File: src/rtl/data_to_segments_if.sv
// Display bus: Data from the generator, segment/anode drive and Busy back.
// master drives Data; slave (the display stage) drives Segments, Anodes, Busy.
interface data_to_segments_if #(
  parameter int Size   = 5,
  parameter int Digits = 3
);
  logic [Size-1:0]   Data;
  logic [6:0]        Segments;
  logic [Digits-1:0] Anodes;
  logic              Busy;

  modport master (
    output Data,
    input  Segments,
    input  Anodes,
    input  Busy
  );

  modport slave (
    input  Data,
    output Segments,
    output Anodes,
    output Busy
  );
endinterface

File: src/rtl/data_to_segments.sv
// data_to_segments: Data -> decimal via serial double-dabble, then a
// multiplexed common-anode 7-seg scan. Ports: Clock, Reset (async, high),
// bus (slave: Data in; Segments/Anodes/Busy out, all registered).
// Option: LEADING_ZERO_BLANK_EN blanks numeric digits above the top non-zero.
module data_to_segments #(
  parameter int    Size             = 5,
  parameter string Signed           = "Yes",
  parameter int    Digits           = 3,
  parameter int    ClockPeriod_ns   = 20,
  parameter int    RefreshPeriod_ns = 1_000_000
) (
  input  logic              Clock,
  input  logic              Reset,
  data_to_segments_if.slave bus
);

  localparam bit IsSigned = (Signed == "Yes");
  // The sign digit, when present, takes no BCD nibble.
  localparam int NumDig  = IsSigned ? Digits - 1 : Digits;
  localparam int BcdW    = 4 * NumDig;
  localparam int TickRaw = RefreshPeriod_ns / ClockPeriod_ns;
  localparam int Tick    = (TickRaw < 1) ? 1 : TickRaw;
  localparam int PreW    = (Tick > 1) ? $clog2(Tick) : 1;
  localparam int IdxW    = (Digits > 1) ? $clog2(Digits) : 1;
  localparam int CntW    = $clog2(Size + 1);

  typedef enum logic [1:0] {
    IDLE,
    LOAD,
    SHIFT,
    COMMIT
  } state_t;

  state_t          state_q;
  logic            valid_q;
  logic            neg_q;
  logic            disp_neg_q;
  logic            data_neg;
  logic [Size-1:0] shadow_q;
  logic [Size-1:0] mag_q;
  logic [BcdW-1:0] bcd_q;
  logic [BcdW-1:0] bcd_adj;
  logic [BcdW-1:0] disp_bcd_q;
  logic [CntW-1:0] cnt_q;

  logic [PreW-1:0] pre_q;
  logic [IdxW-1:0] idx_q;
  logic [NumDig-1:0] lz_mask;
  logic [6:0]      seg_sel;

  assign data_neg = IsSigned && bus.Data[Size-1];

  function automatic logic [6:0] seg_of(input logic [3:0] n);
    logic [6:0] s;
    unique case (n)
      4'd0:    s = 7'h40;
      4'd1:    s = 7'h79;
      4'd2:    s = 7'h24;
      4'd3:    s = 7'h30;
      4'd4:    s = 7'h19;
      4'd5:    s = 7'h12;
      4'd6:    s = 7'h02;
      4'd7:    s = 7'h78;
      4'd8:    s = 7'h00;
      4'd9:    s = 7'h10;
      default: s = 7'h7F;
    endcase
    return s;
  endfunction

  // Double-dabble correction applied before each shift.
  always_comb begin
    bcd_adj = bcd_q;
    for (int i = 0; i < NumDig; i++) begin
      if (bcd_q[4*i +: 4] >= 4'd5)
        bcd_adj[4*i +: 4] = bcd_q[4*i +: 4] + 4'd3;
    end
  end

  always_ff @(posedge Clock or posedge Reset) begin
    if (Reset) begin
      state_q    <= IDLE;
      valid_q    <= 1'b0;
      neg_q      <= 1'b0;
      shadow_q   <= '0;
      mag_q      <= '0;
      bcd_q      <= '0;
      cnt_q      <= '0;
      disp_bcd_q <= '0;
      disp_neg_q <= 1'b0;
      bus.Busy   <= 1'b0;
    end else begin
      unique case (state_q)
        IDLE: begin
          if (!valid_q || (bus.Data != shadow_q))
            state_q <= LOAD;
        end
        LOAD: begin
          shadow_q <= bus.Data;
          neg_q    <= data_neg;
          // -(-2^(Size-1)) wraps to 2^(Size-1), which is the right magnitude.
          mag_q    <= data_neg ? ((~bus.Data) + Size'(1)) : bus.Data;
          bcd_q    <= '0;
          cnt_q    <= '0;
          bus.Busy <= 1'b1;
          state_q  <= SHIFT;
        end
        SHIFT: begin
          {bcd_q, mag_q} <= {bcd_adj, mag_q} << 1;
          cnt_q <= cnt_q + CntW'(1);
          if (cnt_q == CntW'(Size - 1))
            state_q <= COMMIT;
        end
        COMMIT: begin
          disp_bcd_q <= bcd_q;
          disp_neg_q <= neg_q;
          valid_q    <= 1'b1;
          bus.Busy   <= 1'b0;
          state_q    <= IDLE;
        end
        default: state_q <= IDLE;
      endcase
    end
  end

  always_ff @(posedge Clock or posedge Reset) begin
    if (Reset) begin
      pre_q <= '0;
      idx_q <= '0;
    end else if (pre_q == PreW'(Tick - 1)) begin
      pre_q <= '0;
      if (idx_q == IdxW'(Digits - 1))
        idx_q <= '0;
      else
        idx_q <= idx_q + IdxW'(1);
    end else begin
      pre_q <= pre_q + PreW'(1);
    end
  end

  // Digit 0 is never blanked, so zero still reads "0".
  always_comb begin
    lz_mask = '0;
`ifdef LEADING_ZERO_BLANK_EN
    begin
      logic zero_run;
      zero_run = 1'b1;
      for (int i = NumDig - 1; i > 0; i--) begin
        zero_run   = zero_run && (disp_bcd_q[4*i +: 4] == 4'd0);
        lz_mask[i] = zero_run;
      end
    end
`endif
  end

  always_comb begin
    seg_sel = 7'h7F;
    for (int i = 0; i < NumDig; i++) begin
      if ((idx_q == IdxW'(i)) && !lz_mask[i])
        seg_sel = seg_of(disp_bcd_q[4*i +: 4]);
    end
    if (IsSigned && (idx_q == IdxW'(Digits - 1)))
      seg_sel = disp_neg_q ? 7'b0111111 : 7'h7F;
  end

  // Segments and Anodes come from the same index on the same edge.
  always_ff @(posedge Clock or posedge Reset) begin
    if (Reset) begin
      bus.Segments <= 7'h7F;
      bus.Anodes   <= '1;
    end else if (valid_q) begin
      bus.Segments <= seg_sel;
      bus.Anodes   <= ~(Digits'(1) << idx_q);
    end else begin
      bus.Segments <= 7'h7F;
      bus.Anodes   <= '1;
    end
  end

endmodule

File: src/flat_wrapper.sv
// flat-port wrapper written by rule: the top's interface ports become plain ports
module data_to_segments_flat 
#(
  parameter int    Size             = 5,
  parameter string Signed           = "   ",
  parameter int    Digits           = 3,
  parameter int    ClockPeriod_ns   = 20,
  parameter int    RefreshPeriod_ns = 1_000_000
)
  (Clock, Reset, bus_Data, bus_Segments, bus_Anodes, bus_Busy);
  data_to_segments_if #(.Size(Size), .Digits(Digits)) bus_i ();
  input  logic Clock;
  input  logic Reset;
  input wire logic [$bits(bus_i.Data)-1:0] bus_Data;
  output wire logic [$bits(bus_i.Segments)-1:0] bus_Segments;
  output wire logic [$bits(bus_i.Anodes)-1:0] bus_Anodes;
  output wire logic [$bits(bus_i.Busy)-1:0] bus_Busy;
  assign bus_i.Data = bus_Data;
  assign bus_Segments = bus_i.Segments;
  assign bus_Anodes = bus_i.Anodes;
  assign bus_Busy = bus_i.Busy;
  data_to_segments #(.Size(Size), .Signed(Signed), .Digits(Digits), .ClockPeriod_ns(ClockPeriod_ns), .RefreshPeriod_ns(RefreshPeriod_ns)) u_core (.Clock(Clock), .Reset(Reset), .bus(bus_i));
endmodule
File: config.mk
export PLATFORM = sky130hd
export DESIGN_NAME = data_to_segments_flat
export DESIGN_NICKNAME = d
export VERILOG_FILES = /design/src/rtl/data_to_segments_if.sv /design/src/rtl/data_to_segments.sv /design/src/flat_wrapper.sv
export SDC_FILE = /design/constraint.sdc
export NUM_CORES = 1
export LEC_CHECK = 0
export CORE_ASPECT_RATIO = 0.5
export CORE_UTILIZATION = 54
export DETAILED_ROUTE_END_ITERATION = 10
export MAX_ROUTING_LAYER = met4
export PLACE_DENSITY_LB_ADDON = 0.12
export SLEW_MARGIN = 15
export SYNTH_ARGS = -nofsm -noshare
export SYNTH_HDL_FRONTEND = slang
export SYNTH_SLANG_ARGS = --single-unit
File: constraint.sdc
create_clock -name Clock -period 1.9 [get_ports Clock]
set_input_delay 0.285 -clock Clock [delete_from_list [all_inputs] [get_ports Clock]]
set_output_delay 0.285 -clock Clock [all_outputs]
set_load 0.005 [all_outputs]
==> summary.md <==
| Metric | Value |
|---|---|
| Via count of the first global-routing pass | `2584` |
| Synth Net Count | `404` |
| Worst slew margin relative to its limit | `64.1%` |
| Core Area | `6700 sq um` |
| Share of final-layout standard cells stronger than drive strength 1 | `13.9%` |
| Die outline width | `120 microns` |
| Most frequent cell on the critical path | `sky130_fd_sc_hd__inv_1` |
| Fmax | `601 MHz` |
| Detailed Route Iter0 Violations | `97` |
| Main area contributors after synthesis | `sky130_fd_sc_hd__dfrtp_1 (39%), sky130_fd_sc_hd__ha_1 (9.7%), sky130_fd_sc_hd__dfstp_2 (7.0%)` |
| Register area share after synthesis | `46.4%` |
| Mapped Area | `3750 sq um` |
| Pre-antenna DRT Iters | `4` |
| Total track usage | `22.9%` |
| Share of synthesized flip-flops with an asynchronous set or reset | `100%` |
| Final worst path period need | `1.66 ns` |
| Number of failing setup endpoints in the final timing report | `0` |
| Class of the tightest hold or removal check | `input pin to async pin` |
| Via/cell ratio | `5.49` |
| Pin count of the biggest net entering global routing | `38` |
| Number of placement rows | `21` |
| TritonCTS clock tree | `done` |
| Gate count of the mapped netlist | `368` |
| Vias | `2675` |
| Pwr per Cell Area | `1230 nW/um^2` |
| TNS Setup | `0 ns` |
| Maximum clock skew at final layout | `0.00385 ns` |
| Post-route cell area | `4330 sq um` |
| Post-CTS setup repair buffer count | `0` |
| Startpoint Class | `flop` |
| WL/cell | `14.9 microns` |
| Area post-placement | `4040 sq um` |
| Drc violations | `0` |
| Max IR drop VDD | `0.000827 V` |
| Hold-fix buffers at CTS | `0` |
| Die Y | `60.9 microns` |
| Most used flip-flop cell after synthesis | `sky130_fd_sc_hd__dfrtp_1` |
| Ports placed on the boundary | `18` |
| Placement-stage worst setup slack | `0.182 ns` |
| Worst setup path class | `flop to flop` |
| Buffers added on ports | `17` |
| Number of pins with negative max-slew slack in the final report | `0` |
| Static leakage | `0.00192 uW` |
| Worst Tran Pin Value | `0.538 ns` |
| Htree depth | `3` |
| DIE AREA | `7300 sq um` |
| Ranking of synthesized cells by instance count | `sky130_fd_sc_hd__dfrtp_1 (59), sky130_fd_sc_hd__ha_1 (29), sky130_fd_sc_hd__nand2_1 (28), sky130_fd_sc_hd__inv_1 (25)` |
| CTS buffer count | `9` |
| Leftover overflow at the end of global routing | `0` |
| Number of clock sinks | `69` |
| Max-capacitance violation count | `0` |
| DRT antenna net count | `0` |
| Worst path required time | `2.17 ns` |
| Worst-path cell with the longest stage delay | `sky130_fd_sc_hd__dfrtp_1` |
| Clock insertion delay at the later pin of the skew report | `0.33 ns` |
| NumNets Final | `426` |
| Estimated wirelength of the detail-placed design | `5270 microns` |
| Register-to-register path setup slack | `0.24 ns` |
| Clock root buffer | `sky130_fd_sc_hd__clkbuf_16` |
| Cell-by-cell listing of the critical path | `inv_1 > ha_1 > inv_1 > nor2_1 > a32o_1` |
| Number of resized instances in the post-cts repair step | `0` |
| Buffer levels on the longest clock path | `2` |
| Final routed wirelength across all metal layers | `7260 microns` |
| Dominant cell type by area after synthesis | `sky130_fd_sc_hd__dfrtp_1` |
| Antenna violations before repair | `0` |
| Slowest cell delay on critical path | `0.40 ns` |
| Yosys synthesis warning count | `0` |
| Clock edge transition at the registers on the reported setup and hold paths | `0.06 ns` |
| Effective utilization at floorplan | `55.9%` |
| Area share of the leading cell type in the synthesized netlist | `39.4%` |
| CP endpoint kind | `flop` |
| Number of buffer and inverter stages on the critical path | `2` |
| Run status | `complete, no violations` |
| Register bit count reported by yosys | `69` |
| Worst Path Max Fanout | `7` |
| Ratio of final minimum period to clock period | `87.6%` |
| Wire length of the first global-routing pass | `12000 microns` |
| Count of unique library cells instantiated by Yosys | `50` |
| Cell family contributing the most delay on the critical path | `flip-flops` |
| Unrepaired setup endpoints after global routing | `false` |
| Weighted congestion reported at the end of routability-driven placement | `0.913` |
| Min setup slack post-route | `0.236 ns` |
| Post-synth EDFFs | `0` |
| Critical path data arrival time | `1.93 ns` |
| Diode count | `0` |
| Post-synthesis to final-layout area growth | `15.6%` |
| Cell with the most instances after synthesis | `sky130_fd_sc_hd__dfrtp_1` |
| Syn Area/Cell | `10.2 sq um` |
| Endpoints failing hold | `0` |
placed cells by master (no fill, tap or decap), types with 5 or more instances in the layout:
| master | synthesis | routed |
|---|---|---|
| sky130_fd_sc_hd__nor3b_1 | 6 | 6 |
| sky130_fd_sc_hd__nand2_1 | 28 | 28 |
| sky130_fd_sc_hd__nor2b_1 | 8 | 8 |
| sky130_fd_sc_hd__ha_1 | 29 | 29 |
| sky130_fd_sc_hd__xnor2_1 | 9 | 9 |
| sky130_fd_sc_hd__nand2b_1 | 8 | 8 |
| sky130_fd_sc_hd__clkdlybuf4s50_1 | 0 | 17 |
| sky130_fd_sc_hd__a22o_1 | 5 | 5 |
| sky130_fd_sc_hd__o21ai_0 | 24 | 24 |
| sky130_fd_sc_hd__dfrtp_1 | 59 | 59 |
| sky130_fd_sc_hd__nor3_1 | 5 | 5 |
| sky130_fd_sc_hd__a21oi_1 | 21 | 21 |
| sky130_fd_sc_hd__inv_1 | 25 | 24 |
| sky130_fd_sc_hd__mux2_2 | 8 | 8 |
| sky130_fd_sc_hd__mux2i_1 | 11 | 11 |
| sky130_fd_sc_hd__o22ai_1 | 9 | 9 |
| sky130_fd_sc_hd__xor2_1 | 12 | 12 |
| sky130_fd_sc_hd__nand3_1 | 8 | 8 |
| sky130_fd_sc_hd__dfstp_2 | 10 | 10 |
| sky130_fd_sc_hd__buf_4 | 0 | 6 |
| sky130_fd_sc_hd__nor2_1 | 24 | 24 |
| sky130_fd_sc_hd__clkbuf_16 | 0 | 9 |
sequential cells by signal (all words and copies together), names as in the netlist:
name                 cells
u_core.valid_q           1
u_core.bus.Anodes        3
u_core.bcd_q            12
u_core.idx_q             2
u_core.bus.Segments      7
u_core.mag_q             5
u_core.shadow_q          5
u_core.pre_q            16
u_core.cnt_q             3
u_core.bus.Busy          1
u_core.state_q           2
u_core.disp_bcd_q       12
area by class of cell:
class | instances | area [sq um]
well taps | 92 | 115
fillers | 584 | 2370
flip-flops and latches | 69 | 1740
clock buffers | 9 | 225
multi-input cells | 261 | 1850
repair buffers | 24 | 235
inverters | 25 | 97.6
clock inverters | 7 | 66.3
per-stage QoR:
stage	instances	hold slack [ns]	utilization [%]	power, uW
after floorplan	368	0.437	-	3170
after global placement	471	0.474	60.3	3650
after detailed placement	471	0.475	60.3	3730
after CTS	487	0.317	64.6	5370
after global routing	487	0.328	64.6	5630
final	487	0.306	64.6	5320
worst paths after layout:
path                                          startpoint                               end  cells past startpoint
max                        u_core.state_q[0]$_DFFE_PP0P_       u_core.bcd_q[7]$_DFFE_PP0P_                      5
min                                                Reset  u_core.disp_bcd_q[0]$_DFFE_PP0P_                      2
max reg2reg                u_core.state_q[0]$_DFFE_PP0P_       u_core.bcd_q[7]$_DFFE_PP0P_                      5
min reg2reg                  u_core.mag_q[4]$_DFFE_PP0P_       u_core.bcd_q[0]$_DFFE_PP0P_                      1
max in group asynchronous                          Reset        u_core.pre_q[12]$_DFF_PP0_                      3
min in group Clock           u_core.mag_q[4]$_DFFE_PP0P_       u_core.bcd_q[0]$_DFFE_PP0P_                      1
report_power, final:
part | switching (uW) | leakage (uW) | internal (uW)
combinational | 930 | 0.000898 | 784
sequential | 215 | 0.000876 | 1770
clock | 616 | 0.000145 | 1010
total | 1760 | 0.00192 | 3560
layer usage:
layer  track usage [%]  vias up  routed length, microns
li1                  -     1329                       -
met1              25.4     1297                    3340
met2              40.8       41                    3600
met3              6.48        8                     230
met4              7.50        0                      95
met5                 -        -                       0
cell families (layout without fill, tap and decap cells):
| logic type | after synthesis | count (layout) | share of synthesized area [%] |
|---|---|---|---|
| and+or+nand+nor | 110 | 110 | 15.5 |
| AOI/OAI and AO/OA | 80 | 80 | 13.4 |
| DFF | 69 | 69 | 46.4 |
| buffers and inverters | 38 | 65 | 4.17 |
| adders and majority gates | 29 | 29 | 9.68 |
| xor gates and xnor gates | 21 | 21 | 4.91 |
| muxes | 21 | 21 | 5.94 |
Note: power is estimated with default switching activity, not from simulation.
